<file path="src/rtl/readreg_bypass_pkg.sv">
// Shared types and helpers for the readreg bypass stage.
// Operand record and feedback-channel priority match.
package readreg_bypass_pkg;

  localparam int SRC_NUM = 2;
  localparam int DATA_W  = 32;
  localparam int BYP_MAX = 16;

  typedef struct packed {
    logic              loaded;
    logic [DATA_W-1:0] value;
  } operand_t;

  // True when channel k is the lowest-index hit.
  function automatic logic byp_match(
    input logic [BYP_MAX-1:0] hit,
    input int unsigned        k
  );
    logic [BYP_MAX-1:0] lower;
    lower = (BYP_MAX'(1) << k) - BYP_MAX'(1);
    return hit[k] && ((hit & lower) == '0);
  endfunction

endpackage

</file>
<file path="src/rtl/readreg_bypass_stage_if.sv">
// Rename-facing, register-file, feedback and issue-facing signals
// of the readreg bypass stage.
interface readreg_bypass_stage_if #(
  parameter int WIDTH            = 2,
  parameter int PHY_REG_ID_WIDTH = 6,
  parameter int REG_DATA_WIDTH   = 32,
  parameter int BYPASS_CH        = 4,
  parameter int PAYLOAD_WIDTH    = 64,
  parameter int PERF_CNT_WIDTH   = 32
);

  localparam int NOP = WIDTH * 2;

  logic [WIDTH-1:0]                    in_valid;
  logic [NOP-1:0]                      in_rs_need;
  logic [NOP*PHY_REG_ID_WIDTH-1:0]     in_rs_phy;
  logic [WIDTH*PAYLOAD_WIDTH-1:0]      in_payload;
  logic                                in_ready;
  logic [NOP*PHY_REG_ID_WIDTH-1:0]     phyf_id;
  logic [NOP*REG_DATA_WIDTH-1:0]       phyf_data;
  logic [NOP-1:0]                      phyf_data_valid;
  logic [BYPASS_CH-1:0]                byp_en;
  logic [BYPASS_CH*PHY_REG_ID_WIDTH-1:0] byp_phy_id;
  logic [BYPASS_CH*REG_DATA_WIDTH-1:0] byp_value;
  logic                                flush;
  logic [WIDTH-1:0]                    out_valid;
  logic [NOP-1:0]                      out_src_loaded;
  logic [NOP*REG_DATA_WIDTH-1:0]       out_src_value;
  logic [WIDTH*PAYLOAD_WIDTH-1:0]      out_payload;
  logic                                out_ready;
  logic [PERF_CNT_WIDTH-1:0]           perf_stall_cnt;

  modport master (
    output in_valid, in_rs_need, in_rs_phy, in_payload,
    output phyf_data, phyf_data_valid,
    output byp_en, byp_phy_id, byp_value,
    output flush, out_ready,
    input  in_ready, phyf_id,
    input  out_valid, out_src_loaded, out_src_value,
    input  out_payload, perf_stall_cnt
  );

  modport slave (
    input  in_valid, in_rs_need, in_rs_phy, in_payload,
    input  phyf_data, phyf_data_valid,
    input  byp_en, byp_phy_id, byp_value,
    input  flush, out_ready,
    output in_ready, phyf_id,
    output out_valid, out_src_loaded, out_src_value,
    output out_payload, perf_stall_cnt
  );

endinterface

</file>
<file path="src/rtl/readreg_operand_sel.sv">
// One source operand: feedback channels first, then the
// register file when enabled, else left unloaded.
module readreg_operand_sel
  import readreg_bypass_pkg::*;
#(
  parameter int ID_W = 6,
  parameter int CH   = 4
) (
  input  logic                 i_need,
  input  logic [ID_W-1:0]      i_phy,
  input  logic                 i_use_phyf,
  input  logic [DATA_W-1:0]    i_phyf_data,
  input  logic                 i_phyf_valid,
  input  logic [CH-1:0]        i_byp_en,
  input  logic [CH*ID_W-1:0]   i_byp_id,
  input  logic [CH*DATA_W-1:0] i_byp_value,
  output operand_t             o_opnd
);

  logic [BYP_MAX-1:0] w_hit;
  logic [DATA_W-1:0]  w_byp_val;

  always_comb begin
    w_hit = '0;
    for (int k = 0; k < CH; k++) begin
      w_hit[k] = i_byp_en[k] &&
                 (i_byp_id[k*ID_W +: ID_W] == i_phy);
    end
  end

  always_comb begin
    w_byp_val = '0;
    for (int k = 0; k < CH; k++) begin
      if (byp_match(w_hit, k)) begin
        w_byp_val = i_byp_value[k*DATA_W +: DATA_W];
      end
    end
  end

  always_comb begin
    o_opnd = '0;
    if (!i_need) begin
      o_opnd.loaded = 1'b1;
    end else if (|w_hit) begin
      o_opnd.loaded = 1'b1;
      o_opnd.value  = w_byp_val;
    end else if (i_use_phyf && i_phyf_valid) begin
      o_opnd.loaded = 1'b1;
      o_opnd.value  = i_phyf_data;
    end
  end

endmodule

</file>
<file path="src/rtl/readreg_bypass_stage.sv">
// Rename-to-issue operand read stage; a held group keeps
// snooping feedback channels for operands still missing.
module readreg_bypass_stage
  import readreg_bypass_pkg::*;
#(
  parameter int WIDTH            = 2,
  parameter int PHY_REG_ID_WIDTH = 6,
  parameter int REG_DATA_WIDTH   = DATA_W,
  parameter int BYPASS_CH        = 4,
  parameter int PAYLOAD_WIDTH    = 64,
  parameter int PERF_CNT_WIDTH   = 32
) (
  input  logic clk,
  input  logic rst,
  readreg_bypass_stage_if.slave bus
);

  localparam int NOP = WIDTH * SRC_NUM;
  localparam int IDW = PHY_REG_ID_WIDTH;
  localparam int DW  = REG_DATA_WIDTH;

  logic w_in_ready;
  logic w_fire_out;
  logic w_accept;
  logic w_hold;

  operand_t w_sel [NOP];
  operand_t w_cap [NOP];

  logic [NOP-1:0]     w_loaded;
  logic [NOP*DW-1:0]  w_value;

  logic                           r_occ;
  logic [WIDTH-1:0]               r_out_valid;
  operand_t                       r_src [NOP];
  logic [IDW-1:0]                 r_phy [NOP];
  logic [WIDTH*PAYLOAD_WIDTH-1:0] r_payload;
  logic [PERF_CNT_WIDTH-1:0]      r_stall_cnt;

  assign w_in_ready = ~r_occ | bus.out_ready;
  assign w_fire_out = r_occ & bus.out_ready;
  assign w_hold     = r_occ & ~bus.out_ready;
  assign w_accept   = w_in_ready & (|bus.in_valid) & ~bus.flush;

  assign bus.in_ready = w_in_ready;
  assign bus.phyf_id  = bus.in_rs_phy;

  for (genvar g = 0; g < NOP; g++) begin : g_opnd
    readreg_operand_sel #(
      .ID_W (IDW),
      .CH   (BYPASS_CH)
    ) u_acc (
      .i_need       (bus.in_rs_need[g]),
      .i_phy        (bus.in_rs_phy[g*IDW +: IDW]),
      .i_use_phyf   (1'b1),
      .i_phyf_data  (bus.phyf_data[g*DW +: DW]),
      .i_phyf_valid (bus.phyf_data_valid[g]),
      .i_byp_en     (bus.byp_en),
      .i_byp_id     (bus.byp_phy_id),
      .i_byp_value  (bus.byp_value),
      .o_opnd       (w_sel[g])
    );

    // Held operands only listen to feedback channels.
    readreg_operand_sel #(
      .ID_W (IDW),
      .CH   (BYPASS_CH)
    ) u_cap (
      .i_need       (1'b1),
      .i_phy        (r_phy[g]),
      .i_use_phyf   (1'b0),
      .i_phyf_data  ('0),
      .i_phyf_valid (1'b0),
      .i_byp_en     (bus.byp_en),
      .i_byp_id     (bus.byp_phy_id),
      .i_byp_value  (bus.byp_value),
      .o_opnd       (w_cap[g])
    );
  end

  always_ff @(posedge clk or negedge rst) begin
    if (!rst) begin
      r_occ       <= 1'b0;
      r_out_valid <= '0;
      r_payload   <= '0;
      for (int i = 0; i < NOP; i++) begin
        r_src[i] <= '0;
        r_phy[i] <= '0;
      end
    end else if (bus.flush) begin
      r_occ       <= 1'b0;
      r_out_valid <= '0;
    end else if (w_accept) begin
      r_occ       <= 1'b1;
      r_out_valid <= bus.in_valid;
      r_payload   <= bus.in_payload;
      for (int i = 0; i < NOP; i++) begin
        r_src[i] <= w_sel[i];
        r_phy[i] <= bus.in_rs_phy[i*IDW +: IDW];
      end
    end else if (w_fire_out) begin
      r_occ       <= 1'b0;
      r_out_valid <= '0;
    end else if (r_occ) begin
      for (int i = 0; i < NOP; i++) begin
        if (!r_src[i].loaded) begin
          r_src[i] <= w_cap[i];
        end
      end
    end
  end

  always_ff @(posedge clk or negedge rst) begin
    if (!rst) begin
      r_stall_cnt <= '0;
    end else if (w_hold && !bus.flush && !(&r_stall_cnt)) begin
      r_stall_cnt <= r_stall_cnt + PERF_CNT_WIDTH'(1);
    end
  end

  always_comb begin
    w_loaded = '0;
    w_value  = '0;
    for (int i = 0; i < NOP; i++) begin
      w_loaded[i]          = r_src[i].loaded;
      w_value[i*DW +: DW]  = r_src[i].value;
    end
  end

  assign bus.out_valid      = r_out_valid;
  assign bus.out_src_loaded = w_loaded;
  assign bus.out_src_value  = w_value;
  assign bus.out_payload    = r_payload;
  assign bus.perf_stall_cnt = r_stall_cnt;

endmodule

</file>
<file path="src/flat_wrapper.sv">
// flat-port wrapper written by rule: the top's interface ports become plain ports
module readreg_bypass_stage_flat import readreg_bypass_pkg::*;
#(
  parameter int WIDTH            = 2,
  parameter int PHY_REG_ID_WIDTH = 6,
  parameter int REG_DATA_WIDTH   = DATA_W,
  parameter int BYPASS_CH        = 4,
  parameter int PAYLOAD_WIDTH    = 64,
  parameter int PERF_CNT_WIDTH   = 32
)
  (clk, rst, bus_in_valid, bus_in_rs_need, bus_in_rs_phy, bus_in_payload, bus_phyf_data, bus_phyf_data_valid, bus_byp_en, bus_byp_phy_id, bus_byp_value, bus_flush, bus_out_ready, bus_in_ready, bus_phyf_id, bus_out_valid, bus_out_src_loaded, bus_out_src_value, bus_out_payload, bus_perf_stall_cnt);
  readreg_bypass_stage_if #(.WIDTH(WIDTH), .PHY_REG_ID_WIDTH(PHY_REG_ID_WIDTH), .REG_DATA_WIDTH(REG_DATA_WIDTH), .BYPASS_CH(BYPASS_CH), .PAYLOAD_WIDTH(PAYLOAD_WIDTH), .PERF_CNT_WIDTH(PERF_CNT_WIDTH)) bus_i ();
  input  logic clk;
  input  logic rst;
  input wire logic [$bits(bus_i.in_valid)-1:0] bus_in_valid;
  input wire logic [$bits(bus_i.in_rs_need)-1:0] bus_in_rs_need;
  input wire logic [$bits(bus_i.in_rs_phy)-1:0] bus_in_rs_phy;
  input wire logic [$bits(bus_i.in_payload)-1:0] bus_in_payload;
  input wire logic [$bits(bus_i.phyf_data)-1:0] bus_phyf_data;
  input wire logic [$bits(bus_i.phyf_data_valid)-1:0] bus_phyf_data_valid;
  input wire logic [$bits(bus_i.byp_en)-1:0] bus_byp_en;
  input wire logic [$bits(bus_i.byp_phy_id)-1:0] bus_byp_phy_id;
  input wire logic [$bits(bus_i.byp_value)-1:0] bus_byp_value;
  input wire logic [$bits(bus_i.flush)-1:0] bus_flush;
  input wire logic [$bits(bus_i.out_ready)-1:0] bus_out_ready;
  output wire logic [$bits(bus_i.in_ready)-1:0] bus_in_ready;
  output wire logic [$bits(bus_i.phyf_id)-1:0] bus_phyf_id;
  output wire logic [$bits(bus_i.out_valid)-1:0] bus_out_valid;
  output wire logic [$bits(bus_i.out_src_loaded)-1:0] bus_out_src_loaded;
  output wire logic [$bits(bus_i.out_src_value)-1:0] bus_out_src_value;
  output wire logic [$bits(bus_i.out_payload)-1:0] bus_out_payload;
  output wire logic [$bits(bus_i.perf_stall_cnt)-1:0] bus_perf_stall_cnt;
  assign bus_i.in_valid = bus_in_valid;
  assign bus_i.in_rs_need = bus_in_rs_need;
  assign bus_i.in_rs_phy = bus_in_rs_phy;
  assign bus_i.in_payload = bus_in_payload;
  assign bus_i.phyf_data = bus_phyf_data;
  assign bus_i.phyf_data_valid = bus_phyf_data_valid;
  assign bus_i.byp_en = bus_byp_en;
  assign bus_i.byp_phy_id = bus_byp_phy_id;
  assign bus_i.byp_value = bus_byp_value;
  assign bus_i.flush = bus_flush;
  assign bus_i.out_ready = bus_out_ready;
  assign bus_in_ready = bus_i.in_ready;
  assign bus_phyf_id = bus_i.phyf_id;
  assign bus_out_valid = bus_i.out_valid;
  assign bus_out_src_loaded = bus_i.out_src_loaded;
  assign bus_out_src_value = bus_i.out_src_value;
  assign bus_out_payload = bus_i.out_payload;
  assign bus_perf_stall_cnt = bus_i.perf_stall_cnt;
  readreg_bypass_stage #(.WIDTH(WIDTH), .PHY_REG_ID_WIDTH(PHY_REG_ID_WIDTH), .REG_DATA_WIDTH(REG_DATA_WIDTH), .BYPASS_CH(BYPASS_CH), .PAYLOAD_WIDTH(PAYLOAD_WIDTH), .PERF_CNT_WIDTH(PERF_CNT_WIDTH)) u_core (.clk(clk), .rst(rst), .bus(bus_i));
endmodule
</file>
<file path="config.mk">
export PLATFORM = sky130hd
export DESIGN_NAME = readreg_bypass_stage_flat
export DESIGN_NICKNAME = d
export VERILOG_FILES = /design/src/rtl/readreg_bypass_pkg.sv /design/src/rtl/readreg_bypass_stage_if.sv /design/src/rtl/readreg_operand_sel.sv /design/src/rtl/readreg_bypass_stage.sv /design/src/flat_wrapper.sv
export SDC_FILE = /design/constraint.sdc
export NUM_CORES = 1
export LEC_CHECK = 0
export ABC_CLOCK_PERIOD_IN_PS = 2400
export CAP_MARGIN = 15
export CELL_PAD_IN_SITES_DETAIL_PLACEMENT = 1
export CELL_PAD_IN_SITES_GLOBAL_PLACEMENT = 2
export CORE_AREA = 3 3 318 320
export CTS_CLUSTER_DIAMETER = 120
export DETAILED_ROUTE_END_ITERATION = 7
export DIE_AREA = 0 0 321 323
export GPL_TIMING_DRIVEN = 0
export MAX_ROUTING_LAYER = met4
export PLACE_DENSITY = 0.87
export RECOVER_POWER = 25
export SYNTH_ARGS = -nofsm -noshare
export SYNTH_HDL_FRONTEND = slang
export SYNTH_SLANG_ARGS = --single-unit
</file>
<file path="constraint.sdc">
create_clock -name clk -period 2.4 [get_ports clk]
set_clock_uncertainty 0.2 [all_clocks]
set_input_delay 0.36 -clock clk [delete_from_list [all_inputs] [get_ports clk]]
set_output_delay 0.36 -clock clk [all_outputs]
set_load 0.01 [all_outputs]
</file>
== Word-level counts from Yosys, hierarchy flattened ==
Index checks and enable logic that the tools add are counted.
Storage, ports and cells
  flip-flop bits (word level): 319
  bits of input ports: 450
  output and inout bits: 319
  logic and storage cells: 229
Cells by class
  add/subtract/negate cells: 1
  equality and inequality tests: 37
  multiplexer cells: 65
  bitwise operators: 8
  reduce and logical (&&, ||, !) cells: 102
Operators with widths (number)
  32-bit 2-to-1 mux: 36
  33-bit 2-to-1 mux: 16
  132-bit 2-to-1 mux: 3
  16-bit logical NOT: 24
  6-bit equality test: 32
  1-bit logical AND: 58
  32-bit by 1-bit adder with 32-bit output (second input constant): 1
  32-bit AND reduction: 1
  4-bit OR reduction: 8
  4-bit AND reduction: 4
  2-bit by 1-bit inequality test with 1-bit output (second input constant): 4
  1-bit 2-to-1 mux: 7
  2-bit 2-to-1 mux: 3
  1-bit bitwise AND: 4
  1-bit NOT: 3
  3-bit AND reduction: 1
  3-bit nonzero test: 1
  1-bit logical NOT: 2
  2-bit inequality test (second input constant): 1
  2-bit AND reduction: 1
  2-bit nonzero test: 1
  2-bit OR reduction: 1
  1-bit OR: 1

== Logic depth before layout (Yosys ltp) ==
  depth in word-level cells: 12
  mapped depth: 11
  gate-level depth less buffers: 8

== Modules after synthesis ==
Synthesis repeated with hierarchy kept, for this count alone.
Unflattened totals
  cell total of the unflattened synthesis: 4500
  area, all modules: 32512.4 um2
By module, submodules not included
  readreg_operand_sel: instances 8, cells each 367, area an instance 2279.7 um2, sequential area each 0.0 um2
  readreg_bypass_stage: instances 1, cells each 1564, area an instance 14274.9 um2, sequential area each 7982.7 um2

== Worst setup path before layout ==
OpenSTA, ideal clock, no wires.
  kind: input port to flip-flop
  start point: in bus_in_rs_phy[0]
  end point: reg u_core.r_src (netlist bit u_core.bus.out_src_value[30])
  setup time: 0.135 ns
  data arrival time: 2.172 ns
  data required time: 2.065 ns
  path slack: -0.107 ns
  stages on the path: 8
  buffers on the path: 1
  cell sequence: clkbuf_1 xnor2_1 nand4_1 nor4_4 mux2_2 mux2_1 a211oi_1 a31oi_1
Between the ends
  longest elaborated chain between the ends: 10
  elaborated cells on any way between the ends: 22
  those cells by class: eq/ne (4); mux (7); reduce/logical (11)
RTL lines
  start: declaration: line flat_wrapper.sv:17  | input wire logic [$bits(bus_i.in_rs_phy)-1:0] bus_in_rs_phy;
  6-bit equality test: line readreg_operand_sel.sv:27  | (i_byp_id[k*ID_W +: ID_W] == i_phy);
  1-bit logical AND: line readreg_operand_sel.sv:26  | w_hit[k] = i_byp_en[k] &&
  16-bit logical NOT: line readreg_bypass_pkg.sv:21  | return hit[k] && ((hit & lower) == '0);
  1-bit logical AND: line readreg_bypass_pkg.sv:21
  32-bit 2-to-1 mux (3 in series): line readreg_operand_sel.sv:34  | if (byp_match(w_hit, k)) begin
  33-bit 2-to-1 mux *: line readreg_operand_sel.sv:44  | end else if (|w_hit) begin
  32-bit 2-to-1 mux *: line readreg_operand_sel.sv:42  | if (!i_need) begin
  132-bit 2-to-1 mux *: line readreg_bypass_stage.sv:93  | end else if (w_accept) begin
  end signal: indexed assignment: line readreg_bypass_stage.sv:98  | r_src[i] <= w_sel[i];
  end signal: indexed assignment: line readreg_bypass_stage.sv:107  | r_src[i] <= w_cap[i];
  end: declaration: line readreg_bypass_stage.sv:35  | operand_t r_src [NOP];
Every way passes the cells marked *; elsewhere a longest branch is shown, timed or not.
A chain may end at the register's enable or synchronous reset.

== Worst setup path after layout ==
  start point: reg u_core.r_phy[19] (netlist name)
  end point: reg u_core.r_src (netlist bit u_core.bus.out_src_value[22])
Between the ends
  longest elaborated chain between the ends: 12
  elaborated cells on any way between the ends: 24
  those cells by class: eq/ne (4); mux (9); reduce/logical (11)
RTL lines
  start: declaration: line readreg_bypass_stage.sv:36  | logic [IDW-1:0] r_phy [NOP];
  start signal: indexed assignment: line readreg_bypass_stage.sv:99  | r_phy[i] <= bus.in_rs_phy[i*IDW +: IDW];
  6-bit equality test: line readreg_operand_sel.sv:27
  1-bit logical AND: line readreg_operand_sel.sv:26
  16-bit logical NOT: line readreg_bypass_pkg.sv:21
  1-bit logical AND: line readreg_bypass_pkg.sv:21
  32-bit 2-to-1 mux (3 in series): line readreg_operand_sel.sv:34
  33-bit 2-to-1 mux *: line readreg_operand_sel.sv:44
  33-bit 2-to-1 mux *: line readreg_bypass_stage.sv:106  | if (!r_src[i].loaded) begin
  132-bit 2-to-1 mux *: line readreg_bypass_stage.sv:104  | end else if (r_occ) begin
  132-bit 2-to-1 mux *: line readreg_bypass_stage.sv:101  | end else if (w_fire_out) begin
  132-bit 2-to-1 mux *: line readreg_bypass_stage.sv:93
Every way passes the cells marked *; elsewhere a longest branch is shown, timed or not. The select of a mux whose other input is x is not followed.

==> flow_summary.json <==
{
  "synth_top_family_by_area": "compound AO/OA/AOI/OAI gates",
  "cts_root_buf": "clkbuf_16",
  "drive_above_1_share_pct": 24.1,
  "slew_headroom_pct": -21.3,
  "fmax_ghz": 0.361,
  "globalRouteOverflowTotal": 0,
  "clk_pin_slew_worst_paths_ps": 60,
  "via_count": 31900,
  "crit_slowest_cell": "or3_4",
  "synthArstFlopShare_pct": 100,
  "critical_path.top_delay_family": "simple AND/OR/NAND/NOR gates",
  "tightest_slew_ps": 1820,
  "io_pins": 769,
  "max_cap_viol_count": 1,
  "synth_edf_count": 0,
  "htree_levels": 2,
  "finalPower_mw": 21.0,
  "max_stage_delay_ps": 440,
  "critPathMostFrequentCell": "buf_12",
  "drtPass1Iterations": 6,
  "tritoncts": "yes",
  "wl_per_cell_um": 35.6,
  "yosysWarnings": 0,
  "p_leak_nw": 15.8,
  "rows": 115,
  "synth_area_leaders": "dfrtp_1 (34%), nand2_1 (9.9%), o221ai_1 (5.4%)",
  "synth_fp_nets": 3353,
  "antenna_found_initial": 35,
  "synthAdderAreaFrac_pct": 0.0532,
  "grt_pass1_vias": 31700,
  "ir_drop_mv": 0.500,
  "routed_via_density": 6.15,
  "io_buffers": 710,
  "power_density_nw_per_um2": 526,
  "clock_sinks": 319,
  "crit_arrival_ps": 3140,
  "rsz0062_at_grt": "yes",
  "initial_core_util_pct": 23.9,
  "min_period_ps": 2770,
  "final_cell_mix": "clkdlybuf4s50_1 (683), nand2_1 (598), dfrtp_1 (298)",
  "synth_cell_types": 75,
  "place_ws_ps": -2300,
  "ys.flop_type": "dfrtp_1",
  "area_growth_pct": 69.4,
  "drc_errors": 0,
  "dr.first_iter.drc_count": 4730,
  "crit_path_max_fanout": 5,
  "syn_avg_cell_area_um2": 8.11,
  "syn-cell-area_um2": 23500,
  "numCtsBuffers": 46,
  "postSynthCellCount": 2902,
  "ys_seq_elements": 319,
  "finalHoldViolCount": 0,
  "clock_latency_ps": 630,
  "cts_buffer_depth": 3,
  "synth_top_cell_by_area": "dfrtp_1",
  "yosysSeqAreaShare_pct": 33.9,
  "grt_max_degree": 96,
  "violations": "max-capacitance violations, max-slew violations, negative setup slack",
  "grtUsageTotal_pct": 34.2,
  "dpl.hpwl_mm": 132,
  "hold_slack_ps": 67.3,
  "routed_wl_mm": 185,
  "fin_ws_ps": -368,
  "slew_violations": 47,
  "hold_class": "primary input to flop",
  "end_kind": "flop",
  "grt_pass1_wl_mm": 247,
  "cp_cell_sequence": "buf_6, buf_6, xnor2_2, nand3_2, or3_4, a311oi_4, and2_4, buf_12, buf_12, buf_12, o211ai_1, nand3_1",
  "nets": 4286,
  "finalCritPeriodShare_pct": 115,
  "critPathBufInv": 5,
  "core-area_um2": 98400,
  "synthSimpleGateAreaFrac_pct": 19.6,
  "drtAntennaViolNets": 0,
  "cp-start-kind": "flop",
  "fin_setup_tns_ps": -27220,
  "die_w_um": 321,
  "setup_viol": 217,
  "gp_congestion": 1.04,
  "status": "finished with violations",
  "fp.dieArea_um2": 104000,
  "die_h_um": 323,
  "muxShareOfSynthArea_pct": 1.55,
  "synth_compound_area_share_pct": 29.3,
  "path_class": "flop to flop",
  "netlist.area_leader.share_pct": 33.9,
  "required_ps": 2770,
  "final_util_pct": 40.5,
  "layout_commonest_cell": "clkdlybuf4s50_1",
  "synth_xor_xnor_area_share_pct": 8.27
}
[cell usage after synthesis, types with 20 or more instances]
| cell | count |
|---|---|
| or3_1 | 40 |
| mux2_2 | 26 |
| xor2_1 | 87 |
| and2_1 | 60 |
| a21o_1 | 24 |
| nor3_1 | 20 |
| dfrtp_1 | 319 |
| a221oi_1 | 66 |
| nor2_1 | 116 |
| o311ai_1 | 36 |
| a22oi_1 | 90 |
| a221o_1 | 60 |
| o221ai_1 | 146 |
| a222oi_1 | 23 |
| and3_1 | 36 |
| xnor2_1 | 135 |
| nand3_1 | 57 |
| buf_4 | 32 |
| o211ai_1 | 57 |
| a21oi_1 | 83 |
| nand2_1 | 620 |
| a311o_1 | 32 |
| clkbuf_1 | 227 |
| o21ai_0 | 214 |
| buf_2 | 65 |
| nand4_1 | 34 |
| a211o_1 | 34 |
[cells by family after synthesis]
kind of cell | after synthesis
xor gates and xnor gates | 222
muxes | 33
adders and majority gates | 1
and+or+nand+nor | 1029
buffers and inverters | 374
AOI/OAI and AO/OA | 924
DFF | 319
[power breakdown]
group / internal (mW) / leakage, nW / switching [mW] / total (mW)
clock network: 4.32 / 0.772 / 3.09 / 7.41
logic: 3.12 / 10.9 / 3.73 / 6.85
registers: 6.02 / 4.08 / 0.672 / 6.70
total: 13.5 / 15.8 / 7.49 / 21.0
[state kept, by name, summed over array words and instances, names as in the netlist]
signal and count:
u_core.bus.out_payload 128, u_core.bus.perf_stall_cnt 32, u_core.bus.out_src_value 128, u_core.r_phy 24, u_core.bus.out_src_loaded 4, u_core.bus.out_valid 2, u_core.r_occ 1
[per-layer routing]
metal	global-route usage, %	wire, um	up-vias
li1	-	-	12600
met1	41.0	68300	15800
met5	-	0	-
met3	12.5	24500	759
met2	49.9	79400	2687
met4	18.7	12400	0
[layout make-up]
class | instances | area (um^2)
Fill cell | 11200 | 58600
Sequential cell | 319 | 8010
Multi-Input combinational cell | 2210 | 16400
Tap cell | 1287 | 1610
Inverter | 17 | 70.1
Clock inverter | 17 | 241
Buffer | 322 | 2550
Antenna cell | 33 | 82.6
Clock buffer | 67 | 1340
Timing Repair Buffer | 919 | 9550
[stage by stage]
step,instance area (um^2),std cells
CTS,38200,5112
finish,39800,5191
global route,39800,5188
global placement,32400,4899
detailed placement,32500,4905
floorplan,23700,2902
[worst paths after layout]
check / from / end / slack [ps] / cells after the start
hold reg to reg: u_core.bus.out_payload[124] / u_core.bus.out_payload[124] / 270 / 2
max in group asynchronous: rst / u_core.bus.perf_stall_cnt[3] / -80 / 3
min in group asynchronous: rst / u_core.bus.out_src_value[50] / 560 / 2
setup reg to reg: u_core.r_phy[19] / u_core.bus.out_src_value[22] / -370 / 12
setup / recovery: u_core.r_phy[19] / u_core.bus.out_src_value[22] / -370 / 12
hold / removal: bus_flush / u_core.bus.out_valid[1] / 70 / 2
[repair_timing]
action	in CTS	in global routing
hold buffers	17	1
endpoints found under the setup margin	315	153
pin swaps	143	171
cloned	18	6
endpoints found under the hold margin	80	1
setup buffers	119	53
gates resized for setup	649	289
No activity file was read; power rests on OpenSTA's default activity.
